==> config.mk <==
export PLATFORM = sky130hd
export DESIGN_NAME = seq_block_subtractor
export DESIGN_NICKNAME = d
export VERILOG_FILES = /design/src/rtl/seq_block_subtractor.sv
export SDC_FILE = /design/constraint.sdc
export NUM_CORES = 1
export LEC_CHECK = 0
export ABC_AREA = 1
export CAP_MARGIN = 20
export CORE_ASPECT_RATIO = 0.7
export CORE_UTILIZATION = 48
export CTS_CLUSTER_SIZE = 10
export DETAILED_ROUTE_END_ITERATION = 7
export PLACE_DENSITY = 0.8
export SYNTH_ARGS = -nofsm -noshare
export SYNTH_HDL_FRONTEND = slang
export SYNTH_SLANG_ARGS = --single-unit
==> constraint.sdc <==
create_clock -name clk -period 2.2 [get_ports clk]
set_input_delay 0.66 -clock clk [delete_from_list [all_inputs] [get_ports clk]]
set_output_delay 0.66 -clock clk [all_outputs]
set_load 0.01 [all_outputs]
==> src/rtl/seq_block_subtractor.sv <==
`default_nettype none
// ============================================================================
// Module     : seq_block_subtractor
// Purpose    : Block-serial subtractor. Computes (a - b - b_in) mod 2^WIDTH
//              one BLK-bit slice per clock, least-significant slice first,
//              with the inter-slice borrow held in a register. Operands are
//              taken through an in_valid/in_ready handshake and the result
//              is offered through an out_valid/out_ready handshake.
// Ports      : clk        - clock, all state updates on the rising edge
//              rst        - synchronous active-high reset
//              in_valid   - operands valid
//              in_ready   - block can accept operands (IDLE)
//              a, b       - minuend / subtrahend, WIDTH bits
//              b_in       - borrow in
//              out_valid  - result valid (DONE)
//              out_ready  - consumer accepts result
//              diff       - (a - b - b_in) mod 2^WIDTH
//              b_out      - final borrow, 1 iff a < b + b_in (unsigned)
//              ovf        - signed overflow (only when SUB_OVF_EN is defined)
// Options    : SUB_OVF_EN - adds the ovf port and its overflow logic
// Revision   : 1.0 - initial release
// ============================================================================
module seq_block_subtractor #(
  parameter int WIDTH = 5,
  parameter int BLK   = 2
) (
  input  logic             clk,
  input  logic             rst,
  input  logic             in_valid,
  output logic             in_ready,
  input  logic [WIDTH-1:0] a,
  input  logic [WIDTH-1:0] b,
  input  logic             b_in,
  output logic             out_valid,
  input  logic             out_ready,
  output logic [WIDTH-1:0] diff,
  output logic             b_out
`ifdef SUB_OVF_EN
  ,
  output logic             ovf
`endif
);

  localparam int NBLK = (WIDTH + BLK - 1) / BLK;
  // Operands are zero-padded to a whole number of slices so the last,
  // possibly partial, slice can be selected with a fixed-width part select.
  localparam int WEXT = NBLK * BLK;
  localparam int IW   = (NBLK > 1) ? $clog2(NBLK) : 1;
  localparam logic [IW-1:0] LAST_IDX = IW'(NBLK - 1);

  typedef enum logic [1:0] {
    IDLE = 2'd0,
    CALC = 2'd1,
    DONE = 2'd2
  } state_t;

  state_t           state;
  logic [WIDTH-1:0] a_r;
  logic [WIDTH-1:0] b_r;
  logic             borrow_r;
  logic [IW-1:0]    idx_r;

  logic [WEXT-1:0]  a_ext;
  logic [WEXT-1:0]  b_ext;
  logic [BLK-1:0]   a_s;
  logic [BLK-1:0]   b_s;
  logic [BLK:0]     s;
  logic [WIDTH-1:0] diff_nxt;

  assign a_ext = WEXT'(a_r);
  assign b_ext = WEXT'(b_r);
  assign a_s   = a_ext[int'(idx_r) * BLK +: BLK];
  assign b_s   = b_ext[int'(idx_r) * BLK +: BLK];

  // Slice subtraction with one extra bit to capture the borrow. In a partial
  // last slice the padding bits are zero in both operands, so s[BLK] equals
  // the borrow out of that slice's own top valid bit.
  assign s = {1'b0, a_s} - {1'b0, b_s} - {{BLK{1'b0}}, borrow_r};

  // Merge the current slice result into the running difference. Padding
  // result bits above WIDTH-1 are simply never written.
  always_comb begin
    diff_nxt = diff;
    for (int j = 0; j < WIDTH; j++) begin
      if ((j / BLK) == int'(idx_r)) begin
        diff_nxt[j] = s[j % BLK];
      end
    end
  end

`ifdef SUB_OVF_EN
  logic ovf_nxt;
  // Signed overflow: operands of opposite sign and result sign differs from a.
  assign ovf_nxt = (a_r[WIDTH-1] ^ b_r[WIDTH-1]) & (diff_nxt[WIDTH-1] ^ a_r[WIDTH-1]);
`endif

  always_ff @(posedge clk) begin
    if (rst) begin
      state     <= IDLE;
      in_ready  <= 1'b1;
      out_valid <= 1'b0;
      diff      <= '0;
      b_out     <= 1'b0;
      a_r       <= '0;
      b_r       <= '0;
      borrow_r  <= 1'b0;
      idx_r     <= '0;
`ifdef SUB_OVF_EN
      ovf       <= 1'b0;
`endif
    end else begin
      case (state)
        IDLE: begin
          if (in_valid) begin
            a_r      <= a;
            b_r      <= b;
            borrow_r <= b_in;
            idx_r    <= '0;
            diff     <= '0;
            b_out    <= 1'b0;
            in_ready <= 1'b0;
`ifdef SUB_OVF_EN
            ovf      <= 1'b0;
`endif
            state    <= CALC;
          end
        end

        CALC: begin
          diff     <= diff_nxt;
          borrow_r <= s[BLK];
          if (idx_r == LAST_IDX) begin
            idx_r     <= '0;
            b_out     <= s[BLK];
            out_valid <= 1'b1;
`ifdef SUB_OVF_EN
            ovf       <= ovf_nxt;
`endif
            state     <= DONE;
          end else begin
            idx_r <= idx_r + 1'b1;
          end
        end

        DONE: begin
          // Return to IDLE only; a new operand can be taken the cycle after.
          if (out_ready) begin
            out_valid <= 1'b0;
            in_ready  <= 1'b1;
            state     <= IDLE;
          end
        end

        default: begin
          state     <= IDLE;
          in_ready  <= 1'b1;
          out_valid <= 1'b0;
        end
      endcase
    end
  end

endmodule
`default_nettype wire

==> results.toml, run 1 <==
[final_layout]
antenna-diode-count = 0
fin_area_um2 = 1290
layout.nets = 174
fin_cells = 178
drive_gt1_share_pct = 11.5
area_delta_synth_final_pct = 25.7
post-route-util_pct = 66.7

[yosys]
synth_area_leaders = "dfxtp_1, nor2_1, nand2_1"
synth_nets = 150
synth_top_area_share_pct = 44.8
synth-seq-cells = 23
synth-edff-count = 0
synth_cell_types = 23
synth_top_area_cell = "dfxtp_1"
synth_warnings = 0
syn_avg_cell_area_um2 = 7.72
synthFlopType = "dfxtp_1"
syn-cell-area_um2 = 1030
yosysSeqAreaShare_pct = 44.8
synthArstFlopShare_pct = 0
netlist_instances = 133

[sta]
timing.final.crit_share_pct = 93.4
fin_crit_ps = 2050
hold_ws_ps = 480
hold_viol_final = 0
tightest_slew_ps = 415
grt_setup_unrepaired = "false"
slew-limit-headroom_pct = 72.0
setup_violations = 0
slew_viol_final = 0
max_freq_mhz = 487
fin_ws_ps = 146
finClkSkew_ps = 2.95

[floorplan]
dieArea_um2 = 2330
die_y_um = 40.7
initial_core_util_pct = 53.1
boundaryPins = 23
die_w_um = 57.3
core-area_um2 = 1940
rows = 13

[critical_path]
crit_path_end_kind = "flip-flop"
r2r_start = "idx_r[1]$_SDFFE_PP0P_"
critPathSlowestCell = "fa_1"
cpLargestDelayFamily = "adder cells"
cp-start-kind = "flip-flop"
cp_data_arrival_time_ps = 2280
crit_required_ps = 2420
worstReg2RegEnd = "diff[3]$_SDFFE_PP0P_"
critical_path_class = "flip-flop to flip-flop"
rrSetupSlack_ps = 150
cpPeakStageDelay_ps = 530
path_cells = "inv_2 -> nor2_2 -> nand2_1 -> nand2_1 -> o31ai_1 -> fa_1 -> fa_1 -> nor3_2 -> a21oi_1 -> nor2_1"
crit_path_max_fanout = 6
reg2regPathDepth = 10
critPathBufInv = 1

[worst_hold_path]
hold_start = "in_ready$_SDFFE_PP1P_"
hp-class = "flip-flop to flip-flop"
whs_path_depth = 2
min_to = "in_ready$_SDFFE_PP1P_"

[power]
clkPwrFrac_pct = 23.0
p_comb_share_pct = 22.7
p_sw_share_pct = 29.1
p_int_mw = 0.615
leakage_nw = 0.515
switchingPower_mw = 0.253
power_density_nw_per_um2 = 672
power_frac_seq_pct = 54.3
ir_drop_mv = 0.392

[run_status]
violations = "design-rule violations"
status = "finished with violations"

[global_route]
grt_pass1_vias = 862
grt_max_degree = 22
grt_antenna_before_repair = 0
grtUsageTotal_pct = 22.7
grt_first_pass_wirelength_um = 3750
grt_overflow = 0

[drt]
drtPass1Iterations = 6
antenna_left = 0
drc = 1
vias_per_cell = 5.33
routed_wl_um = 2320
vias = 948
wl_per_cell_um = 13.0
first_iter_violations = 35

[clocking]
clk_pin_slew_worst_paths_ps = 120
cts_tree = "done"
clk_latency_ps = 320
cts_sinks = 23
post_cts_buffers = 0
clockBufferDepth = 2
cts_htree_levels = 1
numCtsBuffers = 3
cts_root_buf = "clkbuf_4"

[placement]
place_inst = 174
dp_slack_ps = -15.3
placed_cell_area_um2 = 1260
io_buffers = 22
place_congestion = 0.892
dpl.hpwl_um = 1740

[flow_run]
maxCapViolCount = 0
==> what timing repair did <==
item,in CTS,in global routing
setup endpoints to repair,2,2
hold buffers,0,0
pin swaps,0,1
gates resized for setup,1,2
==> cells in the final DEF, fill, tap and decap left out, types with 2 or more instances in the layout <==
cell type / count
nand2_1: 20
dfxtp_1: 22
o21ai_0: 14
nor2_2: 4
nand3b_1: 2
a21oi_1: 9
clkbuf_4: 3
inv_1: 5
buf_4: 2
nand4_1: 2
inv_2: 3
nand2_4: 2
nor2_1: 26
nand3_1: 9
clkdlybuf4s50_1: 22
fa_1: 2
==> state kept, by name, indices dropped and copies added (netlist names) <==
register	flops
borrow_r	1
in_ready	1
b_r	5
diff	5
b_out	1
idx_r	2
a_r	5
state	2
out_valid	1
==> logic make-up (layout without fill, tap and decap cells) <==
kind of cell / after synthesis / in the layout / synth area share, %
AOI/OAI and AO/OA: 26 / 26 / 13.5
adders and majority gates: 2 / 2 / 3.90
and+or+nand+nor: 69 / 69 / 31.5
buffers and inverters: 13 / 36 / 6.21
DFF: 23 / 23 / 44.8
==> stage by stage <==
step | total power [mW] | TNS (ps)
after floorplan | 0.602 | 0
after global placement | 0.667 | 0
after detailed placement | 0.674 | -15.3
after CTS | 0.868 | 0
after global routing | 0.918 | 0
final | 0.867 | 0
==> cells in the mapped netlist (3+ instances only) <==
cell type   n
nand2_1    20
a21oi_1     9
nor2_2      4
inv_1       5
inv_2       3
dfxtp_1    23
o21ai_0    14
buf_2       3
nor2_1     26
nand3_1     9
==> worst register-to-register path: stages (launching register included) <==
cell and delay, ps:
dfxtp_4 400, inv_2 50, nor2_2 110, nand2_1 60, nand2_1 50, o31ai_1 90, fa_1 400, fa_1 530
nor3_2 50, a21oi_1 150, nor2_1 60
==> power by group through the flow <==
stage          clock network [mW]  logic [mW]  registers, mW
3_3_place_gp                    0       0.188          0.480
5_1_grt                     0.223       0.219          0.476
4_1_cts                     0.202       0.195          0.472
6_report                    0.199       0.197          0.471
2_1_floorplan                   0       0.123          0.479
3_5_place_dp                    0       0.193          0.481
==> worst max-delay path by stage <==
stage | slack [ps] | from | endpoint | cells past startpoint
floorplan | 210 | idx_r[1]$_SDFFE_PP0P_ | diff[1]$_SDFFE_PP0P_ | 10
global placement | 130 | idx_r[1]$_SDFFE_PP0P_ | diff[3]$_SDFFE_PP0P_ | 10
detailed placement | -20 | idx_r[1]$_SDFFE_PP0P_ | diff[3]$_SDFFE_PP0P_ | 10
CTS | 30 | idx_r[1]$_SDFFE_PP0P_ | diff[3]$_SDFFE_PP0P_ | 10
global route | 30 | idx_r[1]$_SDFFE_PP0P_ | diff[3]$_SDFFE_PP0P_ | 10
finish | 150 | idx_r[1]$_SDFFE_PP0P_ | diff[3]$_SDFFE_PP0P_ | 10
==> per-layer routing <==
layer	part of all wire (%)	GRT usage, %
met1	48	28.0
met5	0	0
met3	6.6	6.62
met4	0.90	7.32
met2	45	39.7
==> final cells by class <==
cell class	count	area (µm²)
tap	22	27.5
inverter	8	30.0
clock buffer	4	26.3
sequential	23	464
fill	178	644
timing repair buffer	24	235
multi-input combinational	97	508
(Power assumes the default switching activity.)
==> inputs of run 2 (changes only) <==
Settings changed: ABC_CLOCK_PERIOD_IN_PS from default to 1950.
Clock period 2.2 ns to 1.95 ns, I/O delays scaled along.
==> results.toml, run 2 (synthesized netlist as in run 1, its figures left out) <==
[drt]
drc = 1
antenna_left = 0
vias_per_cell = 5.33
routed_wl_um = 2430
first_iter_violations = 39
wl_per_cell_um = 13.3
drtPass1Iterations = 7
vias = 975

[global_route]
grt_overflow = 0
grt_max_degree = 22
grt_pass1_vias = 872
grtUsageTotal_pct = 24.0
grt_antenna_before_repair = 0
grt_first_pass_wirelength_um = 3950

[clocking]
cts_tree = "done"
cts_sinks = 23
numCtsBuffers = 3
clockBufferDepth = 2
clk_pin_slew_worst_paths_ps = 120
cts_htree_levels = 1
clk_latency_ps = 310
hold_buffers = 0
cts_root_buf = "clkbuf_4"

[critical_path]
crit_required_ps = 2170
crit_path_end_kind = "flip-flop"
cp_data_arrival_time_ps = 2180
cp-start-kind = "flip-flop"
crit_path_max_fanout = 3
critical_path_class = "flip-flop to flip-flop"

[run_status]
violations = "design-rule violations, negative setup slack"
status = "finished with violations"

[floorplan]
die_w_um = 57.3
boundaryPins = 23
rows = 13
core-area_um2 = 1940
dieArea_um2 = 2330
initial_core_util_pct = 53.1
die_y_um = 40.7

[final_layout]
area_delta_synth_final_pct = 32.5
layout.nets = 179
fin_area_um2 = 1360
top_regs = "a_r: 5 flops, b_r: 5 flops, diff: 5 flops"
mostFrequentLayoutCell = "nor2_1"
antenna-diode-count = 0
final_cell_mix = "nor2_1, clkdlybuf4s50_1, dfxtp_1"
fillers = 155
drive_gt1_share_pct = 18.0

[placement]
place_congestion = 0.827
placed_cell_area_um2 = 1270
dpl.hpwl_um = 1700
io_buffers = 22

[sta]
slew_viol_final = 0
finClkSkew_ps = 4.20
slew-limit-headroom_pct = 70.1
setup_violations = 2
hold_viol_final = 0
timing.final.crit_share_pct = 101
grt_setup_unrepaired = "true"
fin_crit_ps = 1970
tightest_slew_ps = 444
fin_ws_ps = -18.0
hold_ws_ps = 487
max_freq_mhz = 508

[worst_hold_path]
hp-class = "flip-flop to flip-flop"

[power]
leakage_nw = 0.545
ir_drop_mv = 0.468
fin_total_pwr_mw = 0.996
power_density_nw_per_um2 = 732

[flow_run]
maxCapViolCount = 0
==> run 2: final cells by class <==
cell class / instances / area (µm²) / share of cell area (%)
clock buffer: 4 / 26.3 / 1.93
inverter: 8 / 32.5 / 2.39
multi-input combinational: 97 / 537 / 39.4
sequential: 23 / 465 / 34.2
tap: 22 / 27.5 / 2.02
timing repair buffer: 29 / 273 / 20.0
==> run 2: metrics by stage <==
step                      worst slack [ps]  std cells  utilization (%)  TNS, ps
final                                -18.0        183             70.3    -28.2
after global routing                  -137        183             70.3     -343
after CTS                            -14.4        181             68.5    -27.6
after detailed placement              -182        176             65.7     -430
after global placement               -75.3        176             65.7     -146
after floorplan                       10.2        133                -        0
==> run 2: critical path, stage by stage (launching register included) <==
cell and delay, ps:
dfxtp_4 390, buf_4 110, nor2_1 40, nand2_1 60
nand3_1 100, fa_2 380, fa_1 540, nor3_2 50
a21oi_1 130, nor2_1 60
==> run 2: power breakdown <==
group          switching, mW  total [mW]  internal, mW
Clock                  0.140       0.220        0.0799
Combinational          0.124       0.242         0.119
Sequential            0.0278       0.534         0.506
Total                  0.291       0.996         0.705
==> run 2: final timing paths <==
path | to | slack [ps] | from | cells after the start
worst max-delay path | diff[1]$_SDFFE_PP0P_ | -20 | idx_r[1]$_SDFFE_PP0P_ | 9
worst max register to register | diff[1]$_SDFFE_PP0P_ | -20 | idx_r[1]$_SDFFE_PP0P_ | 9
worst min register to register | diff[0]$_SDFFE_PP0P_ | 490 | diff[0]$_SDFFE_PP0P_ | 2
worst min-delay path | diff[0]$_SDFFE_PP0P_ | 490 | diff[0]$_SDFFE_PP0P_ | 2
==> run 2: layer usage <==
metal	global-route usage, %	vias up	wire (µm)
li1	-	496	-
met5	0	-	0
met4	11.6	0	24
met1	28.7	447	1110
met2	40.3	30	1120
met3	8.20	2	179
==> run 2: what timing repair did <==
item                       in CTS  in global routing
resized for setup               5                  6
buffers inserted                1                  2
pin swaps                       1                  1
gates cloned                    0                  0
setup endpoints to repair       4                  4
==> inputs of run 3 (changes only) <==
Settings changed: CORE_ASPECT_RATIO 0.7 to 0.75.
==> results.toml, run 3 (synthesized netlist as in run 1, its figures left out) <==
[final_layout]
antenna-diode-count = 0
drive_gt1_share_pct = 19.1
final_cell_mix = "nor2_1, clkdlybuf4s50_1, dfxtp_1"
multi_input_area_um2 = 542
fin_cells = 186
mostFrequentLayoutCell = "nor2_1"
top_regs = "a_r: 5 flops, b_r: 5 flops, diff: 5 flops"
area_delta_synth_final_pct = 34.5
post-route-util_pct = 68.6
layout.nets = 180
fillers = 161
seqCellArea_um2 = 468

[drt]
antenna_left = 0
vias = 971
routed_wl_um = 2480
drc = 0
vias_per_cell = 5.22
wl_per_cell_um = 13.3
drtPass1Iterations = 5
first_iter_violations = 37

[critical_path]
cpMostUsedCell = "nand2_2"
cpPeakStageDelay_ps = 530
crit_path_end_kind = "flip-flop"
cp_data_arrival_time_ps = 2170
crit_path_max_fanout = 4
path_cells = "inv_4 -> nor2_4 -> nand2_2 -> nand2_2 -> o31ai_4 -> fa_2 -> fa_1 -> nor3_2 -> a21oi_1 -> nor2_1"
cp-start-kind = "flip-flop"
reg2regPathDepth = 10
critPathSlowestCell = "fa_1"
critical_path_class = "flip-flop to flip-flop"
crit_required_ps = 2170

[run_status]
status = "completed"

[placement]
dp_slack_ps = -142
dpl.hpwl_um = 1660
place_congestion = 0.876
io_buffers = 22
place_inst = 179

[floorplan]
dieArea_um2 = 2330
core-area_um2 = 2010
die_y_um = 42.1
die_w_um = 55.4
rows = 14
initial_core_util_pct = 51.0
boundaryPins = 23

[sta]
max_freq_mhz = 514
finClkSkew_ps = 2.43
slew-limit-headroom_pct = 72.0
setup_violations = 0
fin_ws_ps = 3.76
timing.final.crit_share_pct = 99.8
tightest_slew_ps = 419
grt_setup_unrepaired = "true"
setup_tns_ps = 0
fin_crit_ps = 1950
hold_viol_final = 0
slew_viol_final = 0

[global_route]
grt_max_degree = 22
grt_first_pass_wirelength_um = 4280
grtUsageTotal_pct = 23.6
grt_antenna_before_repair = 0
grt_pass1_vias = 938
grt_overflow = 0

[clocking]
cts_tree = "done"
cts_root_buf = "clkbuf_4"
clk_latency_ps = 310
numCtsBuffers = 3
cts_htree_levels = 1
cts_sinks = 23
clockBufferDepth = 2
clk_pin_slew_worst_paths_ps = 120

[worst_hold_path]
hp-class = "flip-flop to flip-flop"
whs_path_depth = 2

[power]
ir_drop_mv = 0.566
power_density_nw_per_um2 = 725
leakage_nw = 0.556

[flow_run]
maxCapViolCount = 0
[run 3: cell type report]
cell class / instances / share of cell area [%]
tap: 24 / 2.17
timing repair buffer: 30 / 20.3
clock buffer: 4 / 1.90
sequential: 23 / 33.9
multi-input combinational: 97 / 39.2
inverter: 8 / 2.54
[run 3: final timing paths]
kind                    startpoint                    end  slack (ps)
max          idx_r[1]$_SDFFE_PP0P_   diff[1]$_SDFFE_PP0P_           4
min          in_ready$_SDFFE_PP1P_  in_ready$_SDFFE_PP1P_         480
max reg2reg  idx_r[1]$_SDFFE_PP0P_   diff[1]$_SDFFE_PP0P_           4
min reg2reg  in_ready$_SDFFE_PP1P_  in_ready$_SDFFE_PP1P_         480
[run 3: repair_timing]
item                                    CTS  global route
hold buffers                              0             0
endpoints found under the setup margin    4             4
pin swaps                                 1             0
resized for setup                         6             8
buffers inserted                          1             2
cloned                                    0             0
[run 3: critical path: cells and delay by family, from the launching register on]
kind	cells	cell delay (ps)
adders and majority gates	2	870
DFF	1	400
and+or+nand+nor	5	330
AOI/OAI and AO/OA	2	210
buffers and inverters	1	50
[run 3: report_power, final]
part	internal [mW]	total [mW]	switching (mW)
Combinational	0.121	0.246	0.125
Sequential	0.506	0.534	0.0289
Clock	0.0800	0.221	0.141
Total	0.706	1.00	0.296
[run 3: metal layers]
metal  share of wire (%)  vias to the layer above  GRT usage [%]
li1                    -                      493              -
met1                  46                      446           30.2
met2                  49                       28           40.5
met3                 4.2                        4           6.17
met4                0.85                        0           4.50
met5                   0                        -              0
[run 3: metrics by stage]
step | hold slack, ps | total power, mW | cell area, µm²
finish | 483 | 1.00 | 1380
global route | 529 | 1.06 | 1380
CTS | 494 | 0.995 | 1340
detailed placement | 462 | 0.767 | 1280
global placement | 439 | 0.758 | 1280
floorplan | 449 | 0.680 | 1030
